File: src/rtl/pwm_capture_pkg.sv
// Shared types and constants for the PWM input-capture block.
package pwm_capture_pkg;

  localparam int unsigned CNT_W_DEFAULT = 16;
  // Consecutive cycles a new level must hold before the glitch filter accepts it.
  localparam int unsigned FILT_LEN      = 3;

  typedef enum logic [1:0] {
    StIdle,
    StArm,
    StHigh,
    StLow
  } state_e;

endpackage

File: src/rtl/pwm_capture_edge.sv
// Synchronises pwm_i and produces registered one-cycle rise/fall pulses.
// Define PWM_CAPTURE_FILTER_EN to insert a glitch filter before edge detection.
module pwm_capture_edge
  import pwm_capture_pkg::*;
#(
  parameter int unsigned SYNC_STAGES = 2
) (
  input  logic pclk_i,
  input  logic preset_n_i,
  input  logic pwm_i,
  output logic rise_o,
  output logic fall_o
);

  logic [SYNC_STAGES-1:0] sync_q;
  logic                   level;
  logic                   lvl_q;
  logic                   dly_q;
  logic                   rise_q;
  logic                   fall_q;

  always_ff @(posedge pclk_i or negedge preset_n_i) begin
    if (!preset_n_i) begin
      sync_q <= '0;
    end else begin
      sync_q <= {sync_q[SYNC_STAGES-2:0], pwm_i};
    end
  end

`ifdef PWM_CAPTURE_FILTER_EN
  localparam int unsigned FiltW = $clog2(FILT_LEN + 1);

  logic [FiltW-1:0] fcnt_q;
  logic             filt_q;

  // Any return to the accepted level restarts the qualification window.
  always_ff @(posedge pclk_i or negedge preset_n_i) begin
    if (!preset_n_i) begin
      fcnt_q <= '0;
      filt_q <= 1'b0;
    end else if (sync_q[SYNC_STAGES-1] == filt_q) begin
      fcnt_q <= '0;
    end else if (fcnt_q == FiltW'(FILT_LEN - 1)) begin
      fcnt_q <= '0;
      filt_q <= sync_q[SYNC_STAGES-1];
    end else begin
      fcnt_q <= fcnt_q + 1'b1;
    end
  end

  assign level = filt_q;
`else
  assign level = sync_q[SYNC_STAGES-1];
`endif

  // Pulses are registered so the FSM only ever sees flop outputs.
  always_ff @(posedge pclk_i or negedge preset_n_i) begin
    if (!preset_n_i) begin
      lvl_q  <= 1'b0;
      dly_q  <= 1'b0;
      rise_q <= 1'b0;
      fall_q <= 1'b0;
    end else begin
      lvl_q  <= level;
      dly_q  <= lvl_q;
      rise_q <= lvl_q & ~dly_q;
      fall_q <= ~lvl_q & dly_q;
    end
  end

  assign rise_o = rise_q;
  assign fall_o = fall_q;

endmodule

File: src/rtl/pwm_capture.sv
// PWM input capture: measures period and high time, results on valid/ready.
// Define PWM_CAPTURE_FILTER_EN to enable the input glitch filter.
module pwm_capture
  import pwm_capture_pkg::*;
#(
  parameter int unsigned CNT_W       = CNT_W_DEFAULT,
  parameter int unsigned SYNC_STAGES = 2
) (
  input  logic             pclk_i,
  input  logic             preset_n_i,
  input  logic             en_i,
  input  logic             clr_i,
  input  logic             pwm_i,
  output logic [CNT_W-1:0] period_o,
  output logic [CNT_W-1:0] high_o,
  output logic             valid_o,
  input  logic             ready_i,
  output logic             sat_o,
  output logic             overrun_o,
  output logic             busy_o
);

  localparam logic [CNT_W-1:0] CntMax = '1;

  logic             rise;
  logic             fall;
  logic [CNT_W-1:0] cnt_q;
  logic [CNT_W-1:0] high_q;
  logic [CNT_W-1:0] period_q;
  logic [CNT_W-1:0] high_out_q;
  logic             valid_q;
  logic             sat_q;
  logic             overrun_q;
  state_e           state_q;

  pwm_capture_edge #(
    .SYNC_STAGES(SYNC_STAGES)
  ) u_edge (
    .pclk_i    (pclk_i),
    .preset_n_i(preset_n_i),
    .pwm_i     (pwm_i),
    .rise_o    (rise),
    .fall_o    (fall)
  );

  always_ff @(posedge pclk_i or negedge preset_n_i) begin
    if (!preset_n_i) begin
      cnt_q <= '0;
    end else if (!en_i) begin
      cnt_q <= '0;
    end else if (rise) begin
      cnt_q <= CNT_W'(1);
    end else if (cnt_q != CntMax) begin
      cnt_q <= cnt_q + 1'b1;
    end
  end

  // Later assignments override earlier ones: a publish beats acceptance, set beats clear.
  always_ff @(posedge pclk_i or negedge preset_n_i) begin
    if (!preset_n_i) begin
      state_q    <= StIdle;
      high_q     <= '0;
      period_q   <= '0;
      high_out_q <= '0;
      valid_q    <= 1'b0;
      sat_q      <= 1'b0;
      overrun_q  <= 1'b0;
    end else begin
      if (clr_i) begin
        sat_q     <= 1'b0;
        overrun_q <= 1'b0;
      end
      if (valid_q && ready_i) begin
        valid_q <= 1'b0;
      end
      if (!en_i) begin
        state_q <= StIdle;
        valid_q <= 1'b0;
      end else begin
        unique case (state_q)
          StIdle: state_q <= StArm;
          StArm: begin
            if (rise) begin
              state_q <= StHigh;
            end
          end
          StHigh: begin
            if (cnt_q == CntMax) begin
              sat_q   <= 1'b1;
              state_q <= StArm;
            end else if (fall) begin
              high_q  <= cnt_q;
              state_q <= StLow;
            end
          end
          StLow: begin
            if (cnt_q == CntMax) begin
              sat_q   <= 1'b1;
              state_q <= StArm;
            end else if (rise) begin
              period_q   <= cnt_q;
              high_out_q <= high_q;
              valid_q    <= 1'b1;
              if (valid_q && !ready_i) begin
                overrun_q <= 1'b1;
              end
              state_q <= StHigh;
            end
          end
          default: state_q <= StIdle;
        endcase
      end
    end
  end

  assign period_o  = period_q;
  assign high_o    = high_out_q;
  assign valid_o   = valid_q;
  assign sat_o     = sat_q;
  assign overrun_o = overrun_q;
  assign busy_o    = (state_q != StIdle);

endmodule

File: config.mk
export PLATFORM = sky130hd
export DESIGN_NAME = pwm_capture
export DESIGN_NICKNAME = d
export VERILOG_FILES = /design/src/rtl/pwm_capture_pkg.sv /design/src/rtl/pwm_capture_edge.sv /design/src/rtl/pwm_capture.sv
export SDC_FILE = /design/constraint.sdc
export NUM_CORES = 1
export LEC_CHECK = 0
export BUFFER_PORTS_ARGS = -buffer_cell sky130_fd_sc_hd__buf_4
export CAP_MARGIN = 20
export CORE_MARGIN = 2
export CORE_UTILIZATION = 56
export DETAILED_ROUTE_END_ITERATION = 8
export MAX_ROUTING_LAYER = met4
export PLACE_DENSITY = 0.76
export SYNTH_ARGS = -nofsm -noshare
export SYNTH_HDL_FRONTEND = slang
export SYNTH_SLANG_ARGS = --single-unit
File: constraint.sdc
create_clock -name pclk_i -period 2.4 [get_ports pclk_i]
set_input_delay 0.48 -clock pclk_i [delete_from_list [all_inputs] [get_ports pclk_i]]
set_output_delay 0.48 -clock pclk_i [all_outputs]
set_load 0.005 [all_outputs]
# == Word-level counts from Yosys, hierarchy flattened ==
# Index checks and enable logic that the tools add are counted.
# classes
add_sub_neg,1
n_mul,0
div,0
n_lt_le_gt_ge,0
n_eq_ne,7
shift,0
n_mux,24
bitwise_logic,5
reduce_logical,8
# op_table
op,count
16-bit two-way mux,3
"16-bit by 1-bit adder with 16-bit output, second input constant",1
"16-bit == test, second input constant",1
"16-bit != test, second input constant",1
1-bit two-way mux,15
2-bit two-way mux,5
2-bit case mux with 4 select lines,1
4-bit AND reduction,2
"2-bit == test, second input constant",2
"4-bit by 3-bit != test with 1-bit output, second input constant",1
"3-bit by 1-bit != test with 1-bit output, second input constant",1
1-bit NOT,3
1-bit AND,2
"2-bit by 1-bit == test with 1-bit output, second input constant",1
1-bit logical AND,2
2-bit logical NOT,1
2-bit nonzero test,1
2-bit OR reduction,1
1-bit logical NOT,1
# word_totals
reg_bits,75
latch_bits,0
mem_bits_rw,0
rom_bits,0
word_cells,58
mem_count,0

# == Logic depth before layout (Yosys ltp) ==
# Gate-level depths: netlist of the first run.
# depth
depth_word,7
mapped_depth,6
depth_no_buf,5

# == Modules after synthesis ==
# Synthesis of the first run repeated with hierarchy kept, for this count alone.
# unflattened
cells_unflattened,226
hier_area_um2,3052.9
# by_module_without_submodules
mod,instances,cells_each,area_per_inst_um2,seq_area_each_um2
pwm_capture,1,218,2887.8,1726.7
pwm_capture_edge,1,8,165.2,150.1

# == Least setup slack after synthesis of the first run ==
# No wires, ideal clock.
# synth_path
kind,register to register
startpoint,register cnt_q[0]
endpoint,register high_q[8]
setup_time_ps,128
t_arrival_ps,1701
setup_slack_ps,572
stages_incl_launch_ff,7
path_buffers,1
period_less_slack_ps,1828
cell_sequence,dfrtp_1 ha_1 nand3_1 nor4_4 nor2_2 buf_2 mux2_1
# synth_between
elab_chain_len,3
# synth_rtl
item,line_no,source
from (decl),pwm_capture.sv:27,logic [CNT_W-1:0] cnt_q;
from (signal assigned),pwm_capture.sv:54,cnt_q <= cnt_q + 1'b1;
16-bit == test,pwm_capture.sv:88,if (cnt_q == CntMax) begin
1-bit NOT (no line),n/a,
4-bit AND reduction (no line),n/a,
to (signal assigned),pwm_capture.sv:92,high_q <= cnt_q;
to (decl),pwm_capture.sv:28,logic [CNT_W-1:0] high_q;
# Every way passes these cells.
# A chain may end at the register's enable or synchronous reset.

# == Worst setup path in the final report of the first run ==
# layout_path
startpoint,register cnt_q[1]
endpoint,"register high_out_q[9], in the netlist high_o[9]"
# layout_between
elab_chain_len,3
# layout_rtl
item,line_no,source
16-bit == test,pwm_capture.sv:97,if (cnt_q == CntMax) begin
1-bit NOT (no line),n/a,
4-bit AND reduction (no line),n/a,
to (signal assigned),pwm_capture.sv:102,high_out_q <= high_q;
to (decl),pwm_capture.sv:30,logic [CNT_W-1:0] high_out_q;
# Every way passes these cells.

==> qor.yml, run 1 <==
yosys:
  yosysSeqAreaShare_pct: 61.5
  syn_area_mm2: 0.00305
  syn-num-nets: 235
  yosysWarnings: 0
  syn-mean-instance-area_um2: 13.4
  synth_cells: 228
  synth_seq_cells: 75
  synth_cell_types: 39
worst_setup_path:
  arrival_ns: 2.28
  required_ns: 2.61
  cp-start-kind: "register"
  slowest_stage: "dfrtp_1"
  path_buf_inv: 1
  regToRegEndpoint: "high_o[9]"
  crit_path_end: "high_o[9]"
  rr_worst_depth: 6
  crit_path_end_kind: "register"
  path_cells: "ha_1 -> nand3_1 -> nor4_4 -> nor2_2 -> buf_4 -> mux2_1"
  path_class: "register to register"
  worstPathMaxFanout: 18
  slowest_delay_ns: 0.44
  reg2reg_slack_ns: 0.34
  critical_path.top_delay_family: "simple AND/OR/NAND/NOR gates"
  crit_cells: 6
  reg2reg_from: "cnt_q[1]"
  cp-startpoint: "cnt_q[1]"
floorplanning:
  num_rows: 26
  die_width_um: 77.9
  core_mm2: 0.00517
  io_pins: 42
  die-area_mm2: 0.00606
  die_y_um: 77.9
  start_util_pct: 59.0
global_route:
  grt_max_degree: 47
  grt_pass1_vias: 1836
  groute.usage.overall_pct: 20.6
  grt_remaining_overflow: 0
  antenna_found_initial: 0
  grt_pass1_wl_mm: 9.36
final_layout:
  diodes: 0
  post-route-util_pct: 70.5
  drive_above_1_share_pct: 26.8
  mostFrequentLayoutCells: "75 x dfrtp_1, 51 x buf_4, 38 x mux2_1"
  final_nets: 290
  area_delta_synth_final_pct: 19.3
  final_common_cell: "dfrtp_1"
timing:
  slew_viol_final: 0
  fin_skew_ns: 0.00840
  min_period_ns: 2.06
  finalHoldViolations: 0
  setup-tns-final_ns: 0
  fmax_mhz: 485
  timing.final.crit_share_pct: 86.0
  rsz0062_at_grt: "false"
  relSlewSlack_pct: 52.6
  max_slew.worst_pin.slew_ns: 0.705
  setup_viol: 0
  whs_ns: 0.0637
clocking:
  post_cts_buffers: 0
  cts_resized: 0
  htree_levels: 3
  cts.sinks: 75
  cts_buffer_depth: 2
  cts_tree: "yes"
  insertion_delay_ns: 0.33
  clk_pin_slew_ns: 0.07
  holdBufCountCts: 0
  cts_made_buffers: 9
  cts-root-buf: "clkbuf_8"
pwr:
  power_density_mw_per_mm2: 580
  peakVddDrop_mv: 0.386
  p_switching_uw: 449
  clkPwrFrac_pct: 35.0
  p_leak_nw: 1.87
  pwr-share-seq_pct: 61.3
  switching_share_pct: 21.3
  p_int_mw: 1.67
  power.share.combinational_pct: 3.7
flow_run:
  drv_cap: 0
route:
  firstDrtPassIters: 4
  antenna_left: 0
  drc: 0
  wl_per_cell_um: 15.6
  drt-total-wl_mm: 5.53
  viasPerCell: 5.70
  drtIter0Drc: 151
  vias: 2017
place:
  io_buffers: 41
  place.gp.congestion: 0.828
  dp_hpwl_mm: 3.89
hold_path:
  worstHoldPathType: "primary input to async pin"
outcome:
  status: "complete, no violations"
==> layer usage <==
metal	global-route usage (%)	vias to the layer above	wire [µm]	part of all wire, %
met1	30.4	994	2660	48
li1	-	950	-	-
met2	28.1	62	2500	45
met5	-	-	0	0
met3	3.14	11	271	4.9
met4	10.2	0	99	1.8
==> power by group through the flow <==
stage / Sequential [mW] / Clock [mW] / Combinational (mW)
detailed placement: 1.32 / 0 / 0.0794
finish: 1.30 / 0.740 / 0.0774
global placement: 1.32 / 0 / 0.0787
floorplan: 1.32 / 0 / 0.0314
CTS: 1.30 / 0.760 / 0.0799
global route: 1.30 / 0.816 / 0.0894
==> sequential cells by signal, summed over array words and instances, names as in the netlist <==
| name | flops |
|---|---|
| cnt_q | 16 |
| high_o | 16 |
| high_q | 16 |
| overrun_o | 1 |
| period_o | 16 |
| sat_o | 1 |
| state_q | 2 |
| u_edge.dly_q | 1 |
| u_edge.fall_o | 1 |
| u_edge.lvl_q | 1 |
| u_edge.rise_o | 1 |
| u_edge.sync_q | 2 |
| valid_o | 1 |
==> synthesized netlist by cell type <==
cell / count / area [µm²]
nor2_1: 8 / 30.0
nand2b_1: 1 / 6.26
xor2_1: 1 / 8.76
o21a_1: 1 / 7.51
nor2b_1: 5 / 31.3
mux2_2: 8 / 90.1
or2_2: 1 / 6.26
mux2_1: 38 / 428
a311oi_1: 1 / 8.76
a211oi_1: 3 / 22.5
nor2_2: 2 / 12.5
nor4_1: 1 / 6.26
mux2i_1: 3 / 30.0
a32o_1: 2 / 20.0
nand4b_1: 1 / 8.76
dfrtp_1: 75 / 1880
a31oi_1: 4 / 25.0
nand4_2: 1 / 12.5
a21o_1: 1 / 7.51
xnor2_1: 2 / 17.5
and3_1: 2 / 12.5
inv_1: 2 / 7.51
or3_1: 4 / 25.0
nand4_1: 4 / 25.0
buf_2: 5 / 25.0
ha_1: 1 / 12.5
a31o_2: 1 / 8.76
nor3_1: 3 / 15.0
nor4_4: 1 / 21.3
clkbuf_1: 3 / 11.3
and2_1: 1 / 6.26
nand2_1: 10 / 37.5
or4_1: 3 / 22.5
a21oi_1: 10 / 50.1
and4_1: 4 / 35.0
o31ai_1: 2 / 15.0
o21ai_0: 7 / 35.0
nand3_1: 5 / 25.0
o211ai_1: 1 / 7.51
==> metrics by stage <==
step	total power [mW]	cells	worst slack, ns	instance area (µm²)
floorplan	1.35	228	0.572	3050
global placement	1.40	342	0.389	3510
detailed placement	1.40	342	0.347	3510
CTS	2.14	354	0.327	3640
global route	2.20	354	0.135	3640
finish	2.12	354	0.336	3640
==> worst min-delay path by stage <==
stage | startpoint | to | slack [ns] | cells past startpoint
CTS | preset_n_i | high_o[12] | 0.07 | 1
detailed placement | u_edge.sync_q[1] | u_edge.lvl_q | 0.34 | 0
global route | preset_n_i | high_o[12] | 0.09 | 1
global placement | u_edge.sync_q[1] | u_edge.lvl_q | 0.33 | 0
floorplan | preset_n_i | cnt_q[0] | 0.18 | 0
finish | preset_n_i | high_o[12] | 0.06 | 1
==> logic make-up after synthesis <==
group / after synthesis / share of synthesized area, %
DFF: 75 / 61.5
and+or+nand+nor: 57 / 11.1
muxes: 49 / 17.9
AOI/OAI and AO/OA: 33 / 6.80
buffers and inverters: 10 / 1.43
xor gates and xnor gates: 3 / 0.860
adders and majority gates: 1 / 0.410
==> cell type report <==
| class | count | area [µm²] |
|---|---|---|
| clock inverters | 1 | 5.00 |
| inverters | 2 | 7.51 |
| well taps | 70 | 87.6 |
| clock buffers | 11 | 131 |
| fillers | 365 | 1530 |
| flip-flops and latches | 75 | 1880 |
| multi-input cells | 143 | 1130 |
| repair buffers | 52 | 403 |
No activity file was read; power rests on OpenSTA's default activity.
==> run 2: changes to the inputs <==
- CORE_MARGIN: 2 -> 1.5
==> run 2 against run 1 <==
  * Clock-buffer cell count is the same
  * Combinational power fell by 0.5%
  * Clock power increased by 5.0%
  * Sequential power is essentially flat
  * Critical path type unchanged
  * Largest power group unchanged
  * Non-clock buffer count unchanged
  * Worst setup slack got worse by 0.071 ns
  * Wire length rose by 0.31%
==> qor.yml, run 2 (synthesized netlist as in run 1, its figures left out) <==
worst_setup_path:
  cp-start-kind: "register"
  reg2reg_slack_ns: 0.26  # -0.07 ns
  cp-startpoint: "cnt_q[0]"
  crit_path_end: "period_o[1]"
  worstPathMaxFanout: 18  # unchanged
  rr_worst_depth: 6  # unchanged
  crit_path_end_kind: "register"
  arrival_ns: 2.35  # +0.07 ns
  reg2reg_from: "cnt_q[0]"
  path_class: "register to register"
  required_ns: 2.62  # about the same
  regToRegEndpoint: "period_o[1]"
clocking:
  htree_levels: 3  # unchanged
  cts_made_buffers: 9  # unchanged
  cts_buffer_depth: 2  # unchanged
  insertion_delay_ns: 0.33  # about the same
  post_cts_buffers: 0  # unchanged
  cts.sinks: 75  # unchanged
  holdBufCountCts: 0  # unchanged
  cts_resized: 0  # unchanged
  cts_tree: "yes"
  clk_pin_slew_ns: 0.07  # about the same
  cts-root-buf: "clkbuf_8"
route:
  drt-total-wl_mm: 5.55  # +0.31%
  drtIter0Drc: 127  # -16%
  drc: 0  # unchanged
  antenna_left: 0  # unchanged
  vias: 2037  # +0.99%
  firstDrtPassIters: 4  # unchanged
  wl_per_cell_um: 15.6  # -0.26%
  viasPerCell: 5.72  # +0.42%
floorplanning:
  core_mm2: 0.00517  # unchanged
  io_pins: 42  # unchanged
  die_y_um: 76.9  # -1.3%
  start_util_pct: 59.0  # unchanged
  num_rows: 26  # unchanged
  die-area_mm2: 0.00591  # -2.6%
  die_width_um: 76.9  # -1.3%
hold_path:
  worstHoldPathType: "primary input to async pin"
final_layout:
  mostFrequentLayoutCells: "75 x dfrtp_1, 51 x buf_4, 38 x mux2_1"
  diodes: 0  # unchanged
  final_nets: 290  # unchanged
  drive_above_1_share_pct: 27.3  # +0.51 points
  final_common_cell: "dfrtp_1"
  post-route-util_pct: 70.7  # +0.24 points
  stdcell_count: 356  # +0.56%
  area_delta_synth_final_pct: 19.7
global_route:
  use_met3_pct: 5.71  # +2.6 points
  grt_pass1_vias: 1909  # +4.0%
  grt_pass1_wl_mm: 9.63  # +2.9%
  grt_util_met2_pct: 32.3  # +4.2 points
  antenna_found_initial: 0  # unchanged
  met1_usage_pct: 29.5  # -0.83 points
  grt_remaining_overflow: 0  # unchanged
  grt_busiest_layer: "met2"
  groute.usage.overall_pct: 21.7  # +1.1 points
  grt_max_degree: 41  # -13%
timing:
  relSlewSlack_pct: 57.2  # +4.5 points
  fin_skew_ns: 0.00562  # -0.00279 ns
  fmax_mhz: 468  # -3.3%
  timing.final.crit_share_pct: 89.0  # +3.0 points
  finalHoldViolations: 0  # unchanged
  rsz0062_at_grt: "false"
  min_period_ns: 2.14  # +0.0712 ns
  slew_viol_final: 0  # unchanged
  max_slew.worst_pin.slew_ns: 0.638  # -0.0673 ns
  setup-tns-final_ns: 0  # unchanged
  setup_viol: 0  # unchanged
place:
  io_buffers: 41  # unchanged
  dp_hpwl_mm: 3.95  # +1.6%
  place.gp.congestion: 0.838  # +1.2%
  dp_cells: 342  # unchanged
pwr:
  peakVddDrop_mv: 0.445  # +15%
  power_density_mw_per_mm2: 588  # +1.3%
  p_leak_nw: 1.88  # +0.22%
flow_run:
  drv_cap: 0  # unchanged
outcome:
  status: "complete, no violations"
## run 2: cell count changes in the layout (fill, tap and decap cells not counted)
cell | before | now
clkinvlp_4 | 0 | 1
clkinv_2 | 1 | 2
## run 2: worst min path at each step
stage,startpoint,end,slack (ns),cells past startpoint
after global routing,preset_n_i,high_o[14],0.11,1
final,preset_n_i,high_o[15],0.09,1
after detailed placement,u_edge.sync_q[0],u_edge.sync_q[1],0.34,0
after CTS,preset_n_i,high_o[14],0.09,1
after global placement,u_edge.sync_q[1],u_edge.lvl_q,0.34,0
after floorplan,preset_n_i,cnt_q[0],0.18,0
## run 2: critical path, cell delays in order (launching register included)
cell	delay [ns]
dfrtp_1	0.46
ha_1	0.25
nand3_1	0.23
nor4_4	0.42
nor2_2	0.08
buf_4	0.23
mux2_1	0.34
## run 2: power breakdown
part	internal [mW]	switching, mW	leakage [nW]	total [mW]
Clock	0.361	0.416	0.0750	0.777
Combinational	0.0328	0.0443	0.770	0.0770
Sequential	1.28	0.0158	1.03	1.30
Total	1.67	0.476	1.88	2.15
## run 2: area by class of cell
cell class | count | area [µm²]
sequential | 75 | 1880
clock buffer | 11 | 131
timing repair buffer | 52 | 403
inverter | 2 | 7.51
clock inverter | 3 | 17.5
multi-input combinational | 143 | 1130
tap | 70 | 87.6
fill | 396 | 1520
## run 2: metrics by stage
stage / setup slack, ns / area (µm²) / hold slack, ns / power [mW]
2_1_floorplan: 0.572 / 3050 / 0.184 / 1.35
3_3_place_gp: 0.385 / 3510 / 0.335 / 1.40
3_5_place_dp: 0.305 / 3510 / 0.339 / 1.40
4_1_cts: 0.275 / 3660 / 0.0924 / 2.18
5_1_grt: 0.119 / 3660 / 0.109 / 2.25
6_report: 0.265 / 3660 / 0.0927 / 2.15
## run 2: metal layers
metal / vias up / wire length [µm] / part of all wire (%)
met5: - / 0 / 0
met2: 52 / 2600 / 47
li1: 947 / - / -
met1: 1032 / 2620 / 47
met4: 0 / 56 / 1.0
met3: 6 / 275 / 5.0
